===== src/rtl/alu_arb_ctrl.sv =====
// Two-channel arbiter/sequencer for one shared combinational 4-bit ALU.
// One op in flight: IDLE accepts, EXEC lets the ALU settle, RESP holds the result until taken.
module alu_arb_ctrl #(
    parameter bit RR_EN = 1'b1
) (
    input  logic       clk,
    input  logic       rst_n,
    input  logic [1:0] req_valid,
    output logic [1:0] req_ready,
    input  logic [7:0] req_a,
    input  logic [7:0] req_b,
    input  logic [5:0] req_op,
    output logic [1:0] rsp_valid,
    input  logic [1:0] rsp_ready,
    output logic [3:0] rsp_result,
    output logic       rsp_carry,
    output logic       rsp_zero,
    output logic [3:0] alu_a,
    output logic [3:0] alu_b,
    output logic [2:0] alu_op,
    input  logic [3:0] alu_result,
    input  logic       alu_carry,
    input  logic       alu_zero,
    output logic       busy,
    output logic [7:0] done_cnt
);

    localparam int NUM_CH = 2;

    typedef enum logic [1:0] {IDLE, EXEC, RESP} state_t;

    state_t                        state;
    logic                          owner;
    logic                          last_owner;
    logic                          g;
    logic [NUM_CH-1:0][3:0]        ch_a;
    logic [NUM_CH-1:0][3:0]        ch_b;
    logic [NUM_CH-1:0][2:0]        ch_op;

    for (genvar i = 0; i < NUM_CH; i++) begin : g_ch
        assign ch_a[i]  = req_a[4*i +: 4];
        assign ch_b[i]  = req_b[4*i +: 4];
        assign ch_op[i] = req_op[3*i +: 3];
    end

    // On a tie, round-robin hands the grant to whichever channel did not finish last.
    always_comb begin
        g = 1'b0;
        case (req_valid)
            2'b01:   g = 1'b0;
            2'b10:   g = 1'b1;
            2'b11:   g = RR_EN ? ~last_owner : 1'b0;
            default: g = 1'b0;
        endcase
    end

    always_comb begin
        req_ready = '0;
        if (state == IDLE && rst_n)
            req_ready[g] = req_valid[g];
    end

    always_ff @(posedge clk or negedge rst_n) begin
        if (!rst_n) begin
            state      <= IDLE;
            owner      <= 1'b0;
            last_owner <= 1'b1;
            alu_a      <= '0;
            alu_b      <= '0;
            alu_op     <= '0;
            rsp_valid  <= '0;
            rsp_result <= '0;
            rsp_carry  <= 1'b0;
            rsp_zero   <= 1'b0;
            busy       <= 1'b0;
            done_cnt   <= '0;
        end else begin
            case (state)
                IDLE: begin
                    if (|req_valid) begin
                        alu_a  <= ch_a[g];
                        alu_b  <= ch_b[g];
                        alu_op <= ch_op[g];
                        owner  <= g;
                        busy   <= 1'b1;
                        state  <= EXEC;
                    end
                end
                EXEC: begin
                    rsp_result <= alu_result;
                    rsp_carry  <= alu_carry;
                    rsp_zero   <= alu_zero;
                    rsp_valid  <= owner ? 2'b10 : 2'b01;
                    state      <= RESP;
                end
                RESP: begin
                    if (rsp_ready[owner]) begin
                        rsp_valid  <= '0;
                        last_owner <= owner;
                        done_cnt   <= done_cnt + 8'd1;
                        busy       <= 1'b0;
                        state      <= IDLE;
                    end
                end
                default: begin
                    rsp_valid <= '0;
                    busy      <= 1'b0;
                    state     <= IDLE;
                end
            endcase
        end
    end

endmodule


===== config.mk =====
export PLATFORM = sky130hd
export DESIGN_NAME = alu_arb_ctrl
export DESIGN_NICKNAME = d
export VERILOG_FILES = /design/src/rtl/alu_arb_ctrl.sv
export SDC_FILE = /design/constraint.sdc
export NUM_CORES = 1
export LEC_CHECK = 0
export ABC_AREA = 1
export CAP_MARGIN = 15
export CORE_ASPECT_RATIO = 0.7
export CORE_MARGIN = 2
export CORE_UTILIZATION = 42
export CTS_CLUSTER_SIZE = 30
export DETAILED_ROUTE_END_ITERATION = 16
export GPL_ROUTABILITY_DRIVEN = 0
export PLACE_DENSITY = 0.76
export SLEW_MARGIN = 10
export SYNTH_ARGS = -nofsm -noshare
export SYNTH_HDL_FRONTEND = slang
export SYNTH_SLANG_ARGS = --single-unit

===== constraint.sdc =====
create_clock -name clk -period 1.69 [get_ports clk]
set_input_delay 0.338 -clock clk [delete_from_list [all_inputs] [get_ports clk]]
set_output_delay 0.338 -clock clk [all_outputs]
set_load 0.05 [all_outputs]

; Yosys cells after proc, flatten, opt, wreduce, memory -nomap -nowiden
; Index checks and enable logic that the tools add are counted.
[classes]
n_div = 0
magnitude_cmp = 3
multipliers = 0
n_reduce_logical = 9
muxes = 22
addsub = 1
n_eq_ne = 6
bitwise_logic = 4
shift = 0
[op_table]
columns = cell, count
row1 = $mux W4, 4
row2 = $pmux W2 S3, 2
row3 = $add A8 B1 Y8 const B, 1
row4 = $mux W2, 4
row5 = $reduce_and A2 Y1, 4
row6 = $mux W1, 7
row7 = $eq A2 B2 Y1 const B, 3
row8 = $mux W3, 2
row9 = $lt A1 B2 Y1 const B, 2
row10 = $not A1 Y1, 3
row11 = $pmux W1 S3, 1
row12 = $reduce_and A3 Y1, 1
row13 = $and A2 B2 Y2, 1
row14 = $eq A2 B1 Y1 const B, 1
row15 = $logic_and A1 B1 Y1, 2
row16 = $logic_not A2 Y1, 1
row17 = $ne A2 B1 Y1 const B, 1
row18 = $ne A2 B2 Y1 const B, 1
row19 = $pmux W1 S2, 1
row20 = $reduce_or A2 Y1, 1
row21 = $demux W1 S1, 1
row22 = $ge A1 B1 Y1 const B, 1
[word_totals]
inputBits = 34
elab_cells = 57
latchBits = 0
out_inout_bits = 30
ramBits = 0
memories = 0
register_bits = 32
romBits = 0

; Longest topological paths before layout
; Gate-level depths: netlist of run 1.
[logic_depth]
ltp_word = 8
depth_mapped = 7

; Worst setup path after synthesis of run 1
; Ideal clock, no wire load.
[synth_path]
path_kind = reg2out
startpoint = reg state[0]
endpoint = out req_ready[1]
path_stages_with_launch = 7
slack_ns = -0.155
path_buffers = 1
t_arrival_ns = 1.507
cell_sequence = dfrtp_1 -> inv_2 -> nand2_2 -> nor2_4 -> buf_6 -> nand2_1 -> nor2_1
[synth_between]
elab_chain_len = 3
[synth_rtl]
columns = item, line
row1 = "start, declared", 32  ; state_t state;
row2 = "start signal, assigned", 65  ; state <= IDLE;
row3 = "start signal, assigned", 86  ; state <= EXEC;
row4 = "start signal, assigned", 94  ; state <= RESP;
row5 = $logic_not A2 Y1, 59  ; if (state == IDLE && rst_n)
row6 = $logic_and A1 B1 Y1, 59
row7 = $mux W2, 59
row8 = "end, declared", 9  ; output logic [1:0] req_ready,
; No other way between the ends.

; Worst setup path in the final report of run 1
[layout_path]
startpoint = reg last_owner
endpoint = out req_ready[0]
[layout_between]
elab_chain_len = 8
[layout_rtl]
columns = item, line
row1 = "start, declared", 34  ; logic last_owner;
row2 = "start signal, assigned", 99  ; last_owner <= owner;
row3 = $not A1 Y1 *, 52  ; 2'b11: g = RR_EN ? ~last_owner : 1'b0;
row4 = $pmux W1 S2 *, 49  ; case (req_valid)
row5 = $lt A1 B2 Y1 (not written as such) or $ge A1 B1 Y1 (tied branches), 60  ; req_ready[g] = req_valid[g];
row6 = $logic_and A1 B1 Y1 (not written as such), 60
row7 = $mux W1 (not written as such), 60
row8 = $demux W1 S1, 60
row9 = $and A2 B2 Y2 (no line) *, n/a
row10 = $mux W2 *, 59
; Mark *: on every way between the ends. The rest lies on a longest branch, timed or not. The select of a mux whose other input is x is not followed.

==> out/qor.yml, run 1 <==
outcome: "complete, but fails checks"
violations: "setup timing"
rr_worst_depth: 6
clockBufferDepth: 2
syn2layout_area_growth_pct: 57.2
crit_chain: "nand2_2, nand2_2, inv_4, nor3_4, buf_12"
worstMarginPinSlew_ns: 0.446
maxCapViolations: 0
wl_mm: 3.80
finClkSkew_ns: 0.00130
critical-path-top-delay-family: "flip-flops"
rsz0062_at_grt: "yes"
drive_gt1_frac: 0.265
ys_top_cells_by_area: "dfrtp_1 51%, nand2_1 19%, o21ai_0 6.0%, nor2_1 4.2%, o21ai_1 2.6%"
worst_path_largest_cell_delay_ns: 0.53
drtIter0Drc: 86
path_clk_slew_ns: 0.06
fmax_ghz: 0.589
r2r-start: "state[1]$_DFFE_PN0P_"
rrSetupSlack_ns: 0.24
io_buffers: 63
grt_max_degree: 33
crit_slowest_cell: "dfstp_2"
cp.arrival_ns: 1.36
pin_count: 64
final_cells: 318
antennaDiodeCount: 0
path_class: "reg2out"
dp_hpwl_mm: 2.78
cts-root-buf: "clkbuf_8"
dp_cells: 301
p_int_mw: 2.34
vias_per_cell: 4.64
cpMostUsedCell: "nand2_2"
timing.final.ws_setup_ns: -0.00833
track_usage: 0.213
htreeDepth: 2
ys_types: 21
cts_tree: "built"
yosysSeqAreaShare: 0.531
synth_seq_cells: 32
syn_avg_cell_area_um2: 8.17
slew_violations: 0
cp.depth: 5
p_clk_frac: 0.117
relSlewSlack: 0.702
cp-start-kind: "flop"
power.switching_mw: 2.34
fin_tns_setup_ns: -0.00833
r2r_end: "rsp_result[0]$_DFFE_PN0P_"
p_sw_frac: 0.500
vdd_drop_max_mv: 1.34
avgRoutedWirePerCell_um: 11.9
ctsHoldBuffers: 0
postSynthCellCount: 185
cts_buffers: 5
rows: 18
synth_nets: 220
vias: 1475
insertion_delay_ns: 0.28
synth_area_um2: 1510
finalSetupViolCount: 1
drc_errors: 0
antenna_left: 0
cp_max_fo: 4
die_area_um2: 4100
cellPowerDensity_nw_per_um2: 1970
hold_viol: 0
grt_pass1_wl_mm: 6.31
fin_crit_ns: 1.70
power_frac_comb: 0.591
nNetsFinal: 303
pwr-share-seq: 0.292
grt-ovfl-total: 0
die_h_um: 54.2
ys_warn_count: 0
grt_pass1_vias: 1400
holdCritPathClass: "in2async"
core_um2: 3490
start_util: 0.433
cts.sinks: 32
fin_crit_sh: 1.00
endpoint_kind: "output pin"
antenna_found_initial: 0
p_leak_nw: 1.16
synth_top_area_share: 0.513
yosys.area.top_type: "dfrtp_1"
crit_buf_inv: 2
required_ns: 1.35
fp.dieW_um: 75.7
drt_first_pass_iters: 4
## repair_timing
item                       CTS  global route
resized for setup            7             2
buffers inserted             8             2
setup endpoints to repair    2             2
pin swaps                    4             3
## routing by layer
metal  part of all wire  track usage  wire [um]
met5                  0            0          0
met4              0.015       0.0877         57
met3              0.053       0.0618        201
met2               0.47        0.339       1770
met1               0.47        0.275       1770
## cells by family (layout without fill, tap and decap cells)
| family | Yosys count | after routing | share of synthesized area |
|---|---|---|---|
| buffers and inverters | 16 | 99 | 0.0513 |
| adders and majority gates | 1 | 1 | 0.00828 |
| AOI/OAI and AO/OA | 28 | 28 | 0.100 |
| and+or+nand+nor | 104 | 104 | 0.286 |
| xor gates and xnor gates | 4 | 4 | 0.0232 |
| DFF | 32 | 32 | 0.531 |
## cell usage in the layout (no fill, tap or decap), types with 2 or more instances in the layout
cell / instances
clkbuf_8: 5
nor2_4: 4
nand2_1: 73
nor2_2: 2
inv_2: 3
nand2_2: 4
buf_12: 4
dfrtp_1: 31
nand3_1: 4
clkdlybuf4s50_1: 31
inv_1: 8
xnor2_1: 3
o21ai_1: 8
o21ai_0: 18
buf_4: 43
dlygate4sd2_1: 2
nor2_1: 15
## stage by stage
step / power (mW) / utilization / area, um^2 / setup slack [ns] / hold WS [ns]
floorplan: 3.11 / - / 1520 / 0.0509 / 0.0424
global placement: 3.96 / 0.633 / 2210 / -0.186 / 0.461
detailed placement: 4.00 / 0.633 / 2210 / -0.191 / 0.460
CTS: 4.67 / 0.674 / 2350 / -0.0297 / 0.476
global route: 4.96 / 0.681 / 2380 / -0.0756 / 0.501
finish: 4.68 / 0.681 / 2380 / -0.00833 / 0.471
## flip-flops by register name, indices dropped and copies added (netlist names)
signal and count:
rsp_zero 1, last_owner 1, rsp_carry 1, alu_op 3, alu_b 4, busy 1, state 2, owner 1
rsp_result 4, rsp_valid 2, alu_a 4, done_cnt 8
## worst max-delay path by stage
stage          slack [ns]           end              startpoint
3_5_place_dp        -0.19  req_ready[1]            req_valid[1]
2_1_floorplan        0.05  req_ready[0]  last_owner$_DFFE_PN1P_
3_3_place_gp        -0.19  req_ready[1]            req_valid[1]
6_report           -0.008  req_ready[0]  last_owner$_DFFE_PN1P_
4_1_cts             -0.03  req_ready[0]    state[1]$_DFFE_PN0P_
5_1_grt             -0.08  req_ready[0]  last_owner$_DFFE_PN1P_
## power groups by stage
stage | registers (mW) | clock network (mW) | logic [mW]
2_1_floorplan | 2.32 | 0 | 0.795
3_3_place_gp | 1.37 | 0 | 2.59
3_5_place_dp | 1.37 | 0 | 2.63
4_1_cts | 1.36 | 0.560 | 2.76
5_1_grt | 1.40 | 0.603 | 2.96
6_report | 1.37 | 0.548 | 2.76
## cells in the mapped netlist
| library cell | n |
|---|---|
| o21ai_2 | 1 |
| o21ai_0 | 18 |
| ha_1 | 1 |
| dfstp_2 | 1 |
| nor2_2 | 1 |
| o21ai_1 | 8 |
| inv_1 | 9 |
| nand3b_1 | 1 |
| buf_6 | 2 |
| nand3_1 | 4 |
| buf_2 | 2 |
| nor2_1 | 17 |
| nor3_2 | 1 |
| nor2_4 | 3 |
| nand2_1 | 76 |
| xor2_1 | 1 |
| dfrtp_1 | 31 |
| inv_2 | 3 |
| xnor2_1 | 3 |
| nand2_2 | 1 |
| o211ai_2 | 1 |
## layout make-up
type / instances / area (um^2)
flip-flops and latches: 32 / 802
fillers: 304 / 1110
multi-input cells: 137 / 656
clock buffers: 6 / 72.6
clock inverters: 1 / 5.00
repair buffers: 80 / 731
well taps: 50 / 62.6
inverters: 12 / 47.5
## worst reg2reg max path, delay by kind of cell, from the launching register on
| family | cells | cell delay (ns) |
|---|---|---|
| buffers and inverters | 3 | 0.48 |
| DFF | 1 | 0.40 |
| and+or+nand+nor | 3 | 0.47 |
Note: power is estimated with default switching activity, not from simulation.
==> run 2, diff against run 1 <==
--- a/config.mk
+++ b/config.mk
@@ -14,7 +14,9 @@
 export DETAILED_ROUTE_END_ITERATION = 16
 export GPL_ROUTABILITY_DRIVEN = 0
 export PLACE_DENSITY = 0.76
+export REMOVE_ABC_BUFFERS = 1
 export SLEW_MARGIN = 10
 export SYNTH_ARGS = -nofsm -noshare
 export SYNTH_HDL_FRONTEND = slang
 export SYNTH_SLANG_ARGS = --single-unit
+export TNS_END_PERCENT = 1
==> out/qor.yml, run 2 (synthesis results as in run 1) <==
required_ns: 1.35
endpoint_kind: "output pin"
timing.final.ws_setup_ns: -0.0278
avgRoutedWirePerCell_um: 11.9
cts-root-buf: "clkbuf_8"
drc_errors: 0
nNetsFinal: 299
dp_hpwl_mm: 2.74
holdCritPathClass: "reg2reg"
fin_tns_setup_ns: -0.0278
grt_pass1_vias: 1324
track_usage: 0.207
vias: 1439
wl_mm: 3.76
vias_per_cell: 4.57
antenna_found_initial: 0
finClkSkew_ns: 0.00331
syn2layout_area_growth_pct: 55.9
die_h_um: 54.2
antennaDiodeCount: 0
cp-start-kind: "flop"
fmax_ghz: 0.582
clockBufferDepth: 2
cts.sinks: 32
cp.arrival_ns: 1.38
layout_common_cells: "74 x nand2_1, 39 x buf_4, 31 x dfrtp_1, 31 x clkdlybuf4s50_1, 18 x o21ai_0"
hold_viol: 0
cp_max_fo: 3
grt-ovfl-total: 0
finalSetupViolCount: 1
insertion_delay_ns: 0.28
drive_gt1_frac: 0.249
fp.dieW_um: 75.7
fin_crit_sh: 1.02
slew_violations: 0
core_um2: 3490
grt_max_degree: 33
antenna_left: 0
outcome: "complete, but fails checks"
cts_tree: "built"
path_class: "reg2out"
regMostFlops: "done_cnt"
vdd_drop_max_mv: 1.05
largest_reg_flops: 8
rows: 18
maxCapViolations: 0
drt_first_pass_iters: 4
pin_count: 64
path_clk_slew_ns: 0.06
rsz0062_at_grt: "yes"
power_mw: 4.67
io_buffers: 63
grt_pass1_wl_mm: 5.99
nFillCells: 297
drtIter0Drc: 59
start_util: 0.433
cts_buffers: 5
ctsHoldBuffers: 0
final_common_cell: "nand2_1"
die_area_um2: 4100
cellPowerDensity_nw_per_um2: 1980
relSlewSlack: 0.674
worstMarginPinSlew_ns: 0.487
htreeDepth: 2
fin_crit_ns: 1.72
p_leak_nw: 1.14
violations: "setup timing"
[run 2: path summary, 6_finish.rpt]
kind,start,cells after the start,slack [ns],endpoint
min in group asynchronous,rst_n,2,0.48,done_cnt[5]$_DFFE_PN0P_
hold reg to reg,rsp_zero$_DFFE_PN0P_,2,0.47,rsp_zero$_DFFE_PN0P_
setup / recovery,last_owner$_DFFE_PN1P_,5,-0.03,req_ready[0]
max in group asynchronous,rst_n,2,0.88,last_owner$_DFFE_PN1P_
setup reg to reg,last_owner$_DFFE_PN1P_,7,0.32,alu_a[2]$_DFFE_PN0P_
hold / removal,rsp_zero$_DFFE_PN0P_,2,0.47,rsp_zero$_DFFE_PN0P_
[run 2: timing repair]
item,CTS,global route
pin swaps,3,1
buffers inserted,5,1
cloned,0,0
gates resized for setup,7,3
endpoints found under the setup margin,2,2
[run 2: power by group]
group / leakage (nW) / switching [mW] / internal [mW]
Combinational: 0.696 / 1.80 / 0.923
Sequential: 0.399 / 0.246 / 1.11
Clock: 0.0455 / 0.261 / 0.332
[run 2: layer usage]
metal | part of all wire | track usage | routed length [um]
met5 | 0 | 0 | 0
met4 | 0.015 | 0.0877 | 55
met3 | 0.071 | 0.0637 | 265
met2 | 0.45 | 0.322 | 1710
met1 | 0.46 | 0.269 | 1730
[run 2: final cells by class]
cell class,instances,area (um^2),area share
Clock buffer,8,90.1,0.0382
Inverter,12,47.5,0.0202
Multi-Input combinational cell,137,653,0.277
Sequential cell,32,802,0.340
Tap cell,50,62.6,0.0266
Timing Repair Buffer,76,701,0.297
[run 2: metrics by stage]
stage / instances / hold slack, ns / cell area [um^2] / setup slack, ns / util
after detailed placement: 301 / 0.462 / 2200 / -0.0897 / 0.630
after floorplan: 181 / 0.0424 / 1480 / -0.300 / -
final: 315 / 0.475 / 2360 / -0.0278 / 0.675
after global placement: 301 / 0.456 / 2200 / -0.0818 / 0.630
after global routing: 315 / 0.505 / 2360 / -0.0823 / 0.675
after CTS: 314 / 0.478 / 2340 / -0.00179 / 0.671
[run 2: worst max-delay path, cell delays in order, from the launching register on]
cell     delay (ns)
dfstp_2        0.54
nand2_2        0.05
nand2_2        0.10
inv_4          0.05
nor3_4         0.20
buf_12         0.16
==> run 3, diff against run 2 <==
--- a/config.mk
+++ b/config.mk
@@ -13,6 +13,7 @@
 export CTS_CLUSTER_SIZE = 30
 export DETAILED_ROUTE_END_ITERATION = 16
 export GPL_ROUTABILITY_DRIVEN = 0
+export MAX_ROUTING_LAYER = met4
 export PLACE_DENSITY = 0.76
 export REMOVE_ABC_BUFFERS = 1
 export SLEW_MARGIN = 10
==> out/qor.yml, run 3 (synthesis results as in run 1) <==
outcome: "complete, but fails checks"
violations: "setup timing"
vias: 1450
antennaDiodeCount: 0
avgRoutedWirePerCell_um: 12.0
timing.final.ws_setup_ns: -0.0297
fmax_ghz: 0.582
endpoint_kind: "output pin"
drtIter0Drc: 63
drc_errors: 0
hold_viol: 0
cellPowerDensity_nw_per_um2: 1980
cts_tree: "built"
nFillCells: 297
cp-start-kind: "flop"
final_common_cell: "nand2_1"
drive_gt1_frac: 0.249
core_um2: 3490
syn2layout_area_growth_pct: 55.9
grt-ovfl-total: 0
final_cells: 315
cts.sinks: 32
antenna_left: 0
pin_count: 64
crit_buf_inv: 2
cp.arrival_ns: 1.38
htreeDepth: 2
io_buffers: 63
grt_pass1_wl_mm: 5.98
rows: 18
maxCapViolations: 0
cts_buffers: 5
layout_common_cells: "74 x nand2_1, 39 x buf_4, 31 x dfrtp_1, 31 x clkdlybuf4s50_1, 18 x o21ai_0"
regMostFlops: "done_cnt"
drt_first_pass_iters: 4
grt_max_degree: 33
dp_cells: 301
fp.dieW_um: 75.7
path_class: "reg2out"
insertion_delay_ns: 0.28
dp_hpwl_mm: 2.74
worstMarginPinSlew_ns: 0.486
crit_chain: "nand2_2, nand2_2, inv_4, nor3_4, buf_12"
fin_tns_setup_ns: -0.0297
cp_max_fo: 3
finalSetupViolCount: 1
track_usage: 0.213
crit_slowest_cell: "dfstp_2"
critical-path-top-delay-family: "flip-flops"
slew_violations: 0
fin_crit_ns: 1.72
required_ns: 1.35
cpMostUsedCell: "nand2_2"
dp_slack_ns: -0.0897
finClkSkew_ns: 0.00357
die_h_um: 54.2
die_area_um2: 4100
clockBufferDepth: 2
holdCritPathClass: "reg2reg"
whs_ns: 0.475
nNetsFinal: 299
fin_crit_sh: 1.02
antenna_found_initial: 0
worst_path_largest_cell_delay_ns: 0.54
path_clk_slew_ns: 0.06
vias_per_cell: 4.60
wl_mm: 3.78
vdd_drop_max_mv: 1.05
cts-root-buf: "clkbuf_8"
rsz0062_at_grt: "yes"
p_leak_nw: 1.14
start_util: 0.433
largest_reg_flops: 8
grt_pass1_vias: 1325
relSlewSlack: 0.675
==> run 3: routing by layer <==
layer	part of all wire	track usage	routed length, um	up-vias
met4	0.014	0.0877	52	0
met3	0.057	0.0524	217	5
li1	-	-	-	737
met5	0	-	0	-
met2	0.46	0.322	1720	50
met1	0.47	0.276	1790	658
==> run 3: timing repair <==
action / CTS / global route
setup buffers: 5 / 1
hold buffers: 0 / 0
setup endpoints to repair: 2 / 2
pin swaps: 3 / 1
gates resized for setup: 7 / 3
==> run 3: power by group <==
part	internal [mW]	switching [mW]
Clock	0.332	0.263
Sequential	1.11	0.246
Combinational	0.923	1.81
Total	2.36	2.31
==> run 3: final timing paths <==
check	slack (ns)	cells after the start	start	end
setup reg to reg	0.32	7	last_owner$_DFFE_PN1P_	alu_a[2]$_DFFE_PN0P_
min in group asynchronous	0.48	2	rst_n	done_cnt[5]$_DFFE_PN0P_
max in group asynchronous	0.89	2	rst_n	last_owner$_DFFE_PN1P_
hold reg to reg	0.47	2	rsp_zero$_DFFE_PN0P_	rsp_zero$_DFFE_PN0P_
setup / recovery	-0.03	5	last_owner$_DFFE_PN1P_	req_ready[0]
hold / removal	0.47	2	rsp_zero$_DFFE_PN0P_	rsp_zero$_DFFE_PN0P_
==> run 3: tightest hold or removal path, delay by kind of cell (launching register included) <==
family / cells / cell delay [ns]
flops: 1 / 0.34
simple gates: 2 / 0.10
==> run 3: layout make-up <==
cell class                      count  area [um^2]  area share
Clock buffer                        8         90.1      0.0382
Inverter                           12         47.5      0.0202
Multi-Input combinational cell    137          653       0.277
Sequential cell                    32          802       0.340
Tap cell                           50         62.6      0.0266
Timing Repair Buffer               76          701       0.297
==> run 3: stage by stage <==
stage | total power, mW | util | instance area [um^2]
floorplan | 3.05 | - | 1480
global placement | 3.94 | 0.630 | 2200
detailed placement | 3.98 | 0.630 | 2200
CTS | 4.69 | 0.671 | 2340
global route | 4.99 | 0.675 | 2360
finish | 4.68 | 0.675 | 2360
==> edit 1 (config.mk and constraints of run 2) <==
Set the localparam `NUM_CH` to 1 (it was 2).
--- a/src/rtl/alu_arb_ctrl.sv
+++ b/src/rtl/alu_arb_ctrl.sv
@@ -27,3 +27,3 @@
 
-    localparam int NUM_CH = 2;
+    localparam int NUM_CH = 1;
 
Behaviour: not the same (a bounded check fails within 4 cycles, from zero or initial values and one cycle with rst_n low).
==> edit 1 against run 2 <==
- cell area decreased by 9.8%
- total power shrank 1.3%
- first-iteration DRC count rose by 53%
- fmax up 2.3%
- critical path depth unchanged
- sequential cell count unchanged
- non-clock buffer count is 16 lower
- synthesized area fell by 5.0%
- clock skew down 0.0016 ns
- core utilization shrank 1.3 points
- wire length decreased by 11%
- setup slack better by 0.039 ns
==> edit 1: results (changes against run 2) <==
Outcome
  • Status: finished, final reports clean

Route
  • Final WL: 3.35 mm (-11%)
  • Detail Route met2 WL: 1.68 mm (-1.6%)
  • DRT met1 WL: 1.47 mm (-15%)
  • Met3 WL: 171 µm (-35%)
  • Via density: 4.56 (-0.10%)
  • Vias: 1255 (-13%)
  • DR iter-0 viols: 90 (+53%)

Cells and area
  • Fillers: 258 (-13%)
  • Share of cells above drive strength 1: 29.8% (+4.9 points)
  • Fin nets: 262 (-12%)

Global route
  • Met2 Use GR: 30.7% (-1.5 points)
  • Global-route wire length before repair: 5.49 mm (-8.3%)
  • GR Layer Usage met3: 5.52% (-0.84 points)
  • Met1 GRT Util: 24.9% (-2.0 points)
  • Vias in the first global route: 1245 (-6.0%)
  • Global Route Usage Sum: 19.1% (-1.6 points)

Placement
  • Post-DP HPWL: 2.53 mm (-7.5%)
  • Pre-CTS WS: -0.165 ns (-0.0753 ns)
  • I/O Buffers: 52 (-17%)

STA
  • Clk_skew: 0.00175 ns (-0.00157 ns)
  • Max-slew headroom: 73.8% (+6.4 points)

Synth
  • Synth top cells by count: nand2_1 (78), dfrtp_1 (31), inv_1 (9)
  • Avg Inst Size Synth: 8.86 µm² (+8.4%)
  • Sequential area share after synthesis: 55.9% (+2.8 points)
  • Area contributors post-synth: dfrtp_1 (54%), nand2_1 (20%), mux2_2 (4.7%), o21ai_0 (2.4%), inv_1 (2.4%)
  • Synth unique cells: 20 (-4.8%)

Power
  • Worst IR Drop VDD: 1170 µV (+12%)
  • Leakage: 0.00107 µW (-5.8%)

Setup path
  • Worst Path Arrival: 1.34 ns (-0.04 ns)
edit 1: cells by family (layout without fill, tap and decap cells):
group,count (synthesis),after routing,synth area share (%)
AOI/OAI and AO/OA,7,7,2.44
xor gates and xnor gates,1,1,0.610
adders and majority gates,1,1,0.872
buffers and inverters,16,82,5.14
DFF,32,32,55.9
muxes,6,6,4.71
and+or+nand+nor,99,99,30.3
edit 1: cell type report:
cell class	count	share of cell area [%]
Multi-Input combinational cell	114	27.2
Tap cell	47	2.77
Sequential cell	32	37.8
Clock buffer	8	4.24
Timing Repair Buffer	60	25.4
Inverter	14	2.59
edit 1: worst paths after layout:
check / from / cells after the start / to / slack [ns]
max: last_owner / 5 / req_ready[0] / 0.01
min: alu_a[2] / 2 / alu_a[2] / 0.48
max reg2reg: owner / 4 / done_cnt[2] / 0.41
min reg2reg: alu_a[2] / 2 / alu_a[2] / 0.48
max in group asynchronous: rst_n / 2 / last_owner / 0.86
min in group asynchronous: rst_n / 2 / alu_b[1] / 0.51
edit 1: what timing repair did:
item | CTS | global route
pin swaps | 4 | 4
setup endpoints to repair | 2 | 2
gates resized for setup | 8 | 1
buffers inserted | 3 | 1
hold buffers | 0 | 0
edit 1: tightest hold or removal path, delay by kind of cell, from the launching register on:
family           cells  cell delay (ns)
flip-flops           1             0.35
AND/OR/NAND/NOR      2             0.10
edit 1: per-stage QoR:
| stage | utilization, % | area [µm²] |
|---|---|---|
| floorplan | - | 1420 |
| global placement | 61.9 | 1990 |
| detailed placement | 61.9 | 1990 |
| CTS | 66.0 | 2120 |
| global route | 66.2 | 2130 |
| finish | 66.2 | 2130 |
edit 1: power breakdown:
part,internal (µW),total (µW),switching [µW]
Clock,332,585,254
Sequential,1110,1360,250
Combinational,882,2660,1780
Total,2330,4610,2280
==> edit 2 (config.mk and constraints of run 2) <==
Made on the original files. Put one more register stage on the output `done_cnt`. The value now appears one clock later. The other outputs are not delayed to match.
--- a/src/rtl/alu_arb_ctrl.sv
+++ b/src/rtl/alu_arb_ctrl.sv
@@ -30,2 +30,4 @@
     typedef enum logic [1:0] {IDLE, EXEC, RESP} state_t;
+
+    logic [7:0] done_cnt_s0;
 
@@ -75,3 +77,3 @@
             busy       <= 1'b0;
-            done_cnt   <= '0;
+            done_cnt_s0 <= '0;
         end else begin
@@ -99,3 +101,3 @@
                         last_owner <= owner;
-                        done_cnt   <= done_cnt + 8'd1;
+                        done_cnt_s0 <= done_cnt_s0 + 8'd1;
                         busy       <= 1'b0;
@@ -113,2 +115,6 @@
 
+    always_ff @(posedge clk) begin
+        done_cnt <= done_cnt_s0;
+    end
+
 endmodule
Behaviour: not the same (Yosys sat finds a counterexample within 4 cycles, from zero or initial values and one cycle with rst_n low).
==> edit 2 against run 2 <==
- the run still ends with negative setup slack left
- die area increased by 9.9%
- synthesized area increased by 11%
- wire length increased by 3.7%
- cell area increased by 6.3%
- via count increased by 4.7%
- register-to-register slack got worse by 0.03 ns
- clock power increased by 17%
- setup slack got worse by 0.041 ns
- total power increased by 5.9%
- critical path depth increased by 1
- sequential cell count increased by 8
- sequential share of layout area increased by 4.4 points
- critical endpoint unchanged
==> edit 2: results (changes against run 2) <==
Outcome
  • Failing checks: negative setup slack
  • Status: complete, but fails checks

Global route
  • Global Route Usage Sum: 18.8% (-1.9 points)
  • Vias in the first global route: 1401 (+5.8%)
  • Largest net degree at the start of global routing: 33 (unchanged)
  • Initial antenna violation count: 0 (unchanged)
  • Global-route wire length before repair: 6.48 mm (+8.2%)

Synth
  • Ys async rst share: 80.0% (-20 points)
  • Sequential area share after synthesis: 57.6% (+4.5 points)
  • Synth top cells by count: nand2_1 (76), dfrtp_1 (31), o21ai_0 (18)
  • Synth unique cells: 22 (+4.8%)
  • Area contributors post-synth: dfrtp_1 (46%), nand2_1 (17%), dfxtp_1 (9.6%), o21ai_0 (5.4%), nor2_1 (3.8%)

Route
  • Final WL: 3.90 mm (+3.7%)
  • Remaining DRCs: 0 (unchanged)
  • Post-DRT Antenna Nets: 0 (unchanged)
  • Via density: 4.64 (+1.5%)
  • Pre-Repair DR Iteration Count: 4 (unchanged)
  • DR iter-0 viols: 71 (+20%)

STA
  • Clk_skew: 0.00638 ns (+0.00307 ns)
  • Least-Margin Pin Slew: 0.460 ns (-0.0273 ns)
  • Hold_ws: 0.429 ns (-0.0461 ns)
  • Setup TNS Final: -0.0777 ns (-0.0498 ns)
  • Worst setup margin: -0.0690 ns (-0.0412 ns)
  • Final setup fails: 2 (+1)

Setup path
  • Reg-to-Reg Start: state[0]
  • Worst Path Arrival: 1.42 ns (+0.04 ns)
  • Register-to-register setup slack: 0.29 ns (-0.03 ns)
  • R2R Path End: rsp_result[3]
  • R2R cell count: 6 (-1)

Clock tree
  • Clk slew on worst S/H paths: 0.08 ns (+0.02 ns)
  • Clock latency on the worst-skew pair: 0.29 ns
  • Htree depth: 2 (unchanged)
  • Num CTS Buffers: 5 (unchanged)
  • Root buf cell: clkbuf_8
  • Clock buffer depth: 2 (unchanged)

Worst hold path
  • Hold crit path type: reg2reg
  • Worst Hold Depth: 0 (-2)
  • HP Start: done_cnt_s0[7]
  • Hold EP: done_cnt[7]

Placement
  • I/O Buffers: 63 (unchanged)
  • Post-DP HPWL: 2.71 mm (-0.91%)
  • Pre-CTS WS: -0.153 ns (-0.0636 ns)

Cells and area
  • Fillers: 340 (+14%)
  • Fin nets: 307 (+2.7%)
  • Share of cells above drive strength 1: 24.2% (-0.73 points)
  • Biggest regs: done_cnt (8), done_cnt_s0 (8)
  • Ant diodes: 0 (unchanged)

Power
  • Leakage: 0.00121 µW (+5.7%)
  • Worst IR Drop VDD: 1000 µV (-4.7%)
==> edit 2: final cells by class <==
type                    count  area share, %
flip-flops and latches     40           38.4
repair buffers             76           27.0
multi-input cells         137           26.2
clock buffers               8           4.00
well taps                  52           2.60
inverters                  12           1.80
==> edit 2: worst max-delay path: stages, from the launching register on <==
cell	delay, ns
dfrtp_1	0.43
inv_2	0.10
nand2_4	0.06
nor2_4	0.12
inv_2	0.07
nor3_4	0.20
buf_12	0.16
==> edit 2: cells by family after synthesis <==
| group | after synthesis | share of synthesized area (%) |
|---|---|---|
| DFF | 40 | 57.6 |
| AOI/OAI and AO/OA | 28 | 9.06 |
| adders and majority gates | 1 | 0.748 |
| xor gates and xnor gates | 4 | 2.10 |
| and+or+nand+nor | 104 | 25.9 |
| buffers and inverters | 16 | 4.64 |
==> edit 2: metrics by stage <==
| step | util, % | total power, µW | area, µm² | instances |
|---|---|---|---|---|
| finish | 64.6 | 4950 | 2500 | 325 |
| global route | 64.6 | 5270 | 2500 | 325 |
| CTS | 64.1 | 4930 | 2480 | 323 |
| detailed placement | 60.5 | 4170 | 2340 | 312 |
| global placement | 60.5 | 4130 | 2340 | 312 |
| floorplan | - | 3280 | 1640 | 189 |
==> edit 2: routing by layer <==
metal | routed length, µm | vias to the layer above | GRT usage [%]
met5 | 0 | - | 0
met4 | 23 | 0 | 3.69
met3 | 243 | 4 | 6.43
met2 | 1700 | 41 | 27.7
met1 | 1940 | 697 | 27.1
li1 | - | 765 | -
==> edit 2: how the worst max path moves through the flow <==
stage	start	end	slack, ns	depth (start not counted)
detailed placement	req_valid[0]	req_ready[1]	-0.15	6
floorplan	last_owner	req_ready[0]	-0.30	4
finish	state[0]	req_ready[0]	-0.07	6
global route	state[0]	req_ready[0]	-0.15	6
global placement	req_valid[1]	req_ready[1]	-0.15	6
CTS	last_owner	req_ready[0]	-0.05	5
==> edit 2: repair_timing <==
item / in CTS / in global routing
setup endpoints to repair: 2 / 2
hold endpoints to repair: 0 / 0
pin swaps: 2 / 3
resized for setup: 8 / 1
setup buffers: 3 / 2
==> edit 2: where the power goes <==
part / internal, µW / switching [µW] / leakage, µW / total (µW)
clock: 373 / 320 / 0.0000515 / 693
sequential: 1340 / 255 / 0.000465 / 1590
combinational: 877 / 1790 / 0.000690 / 2660
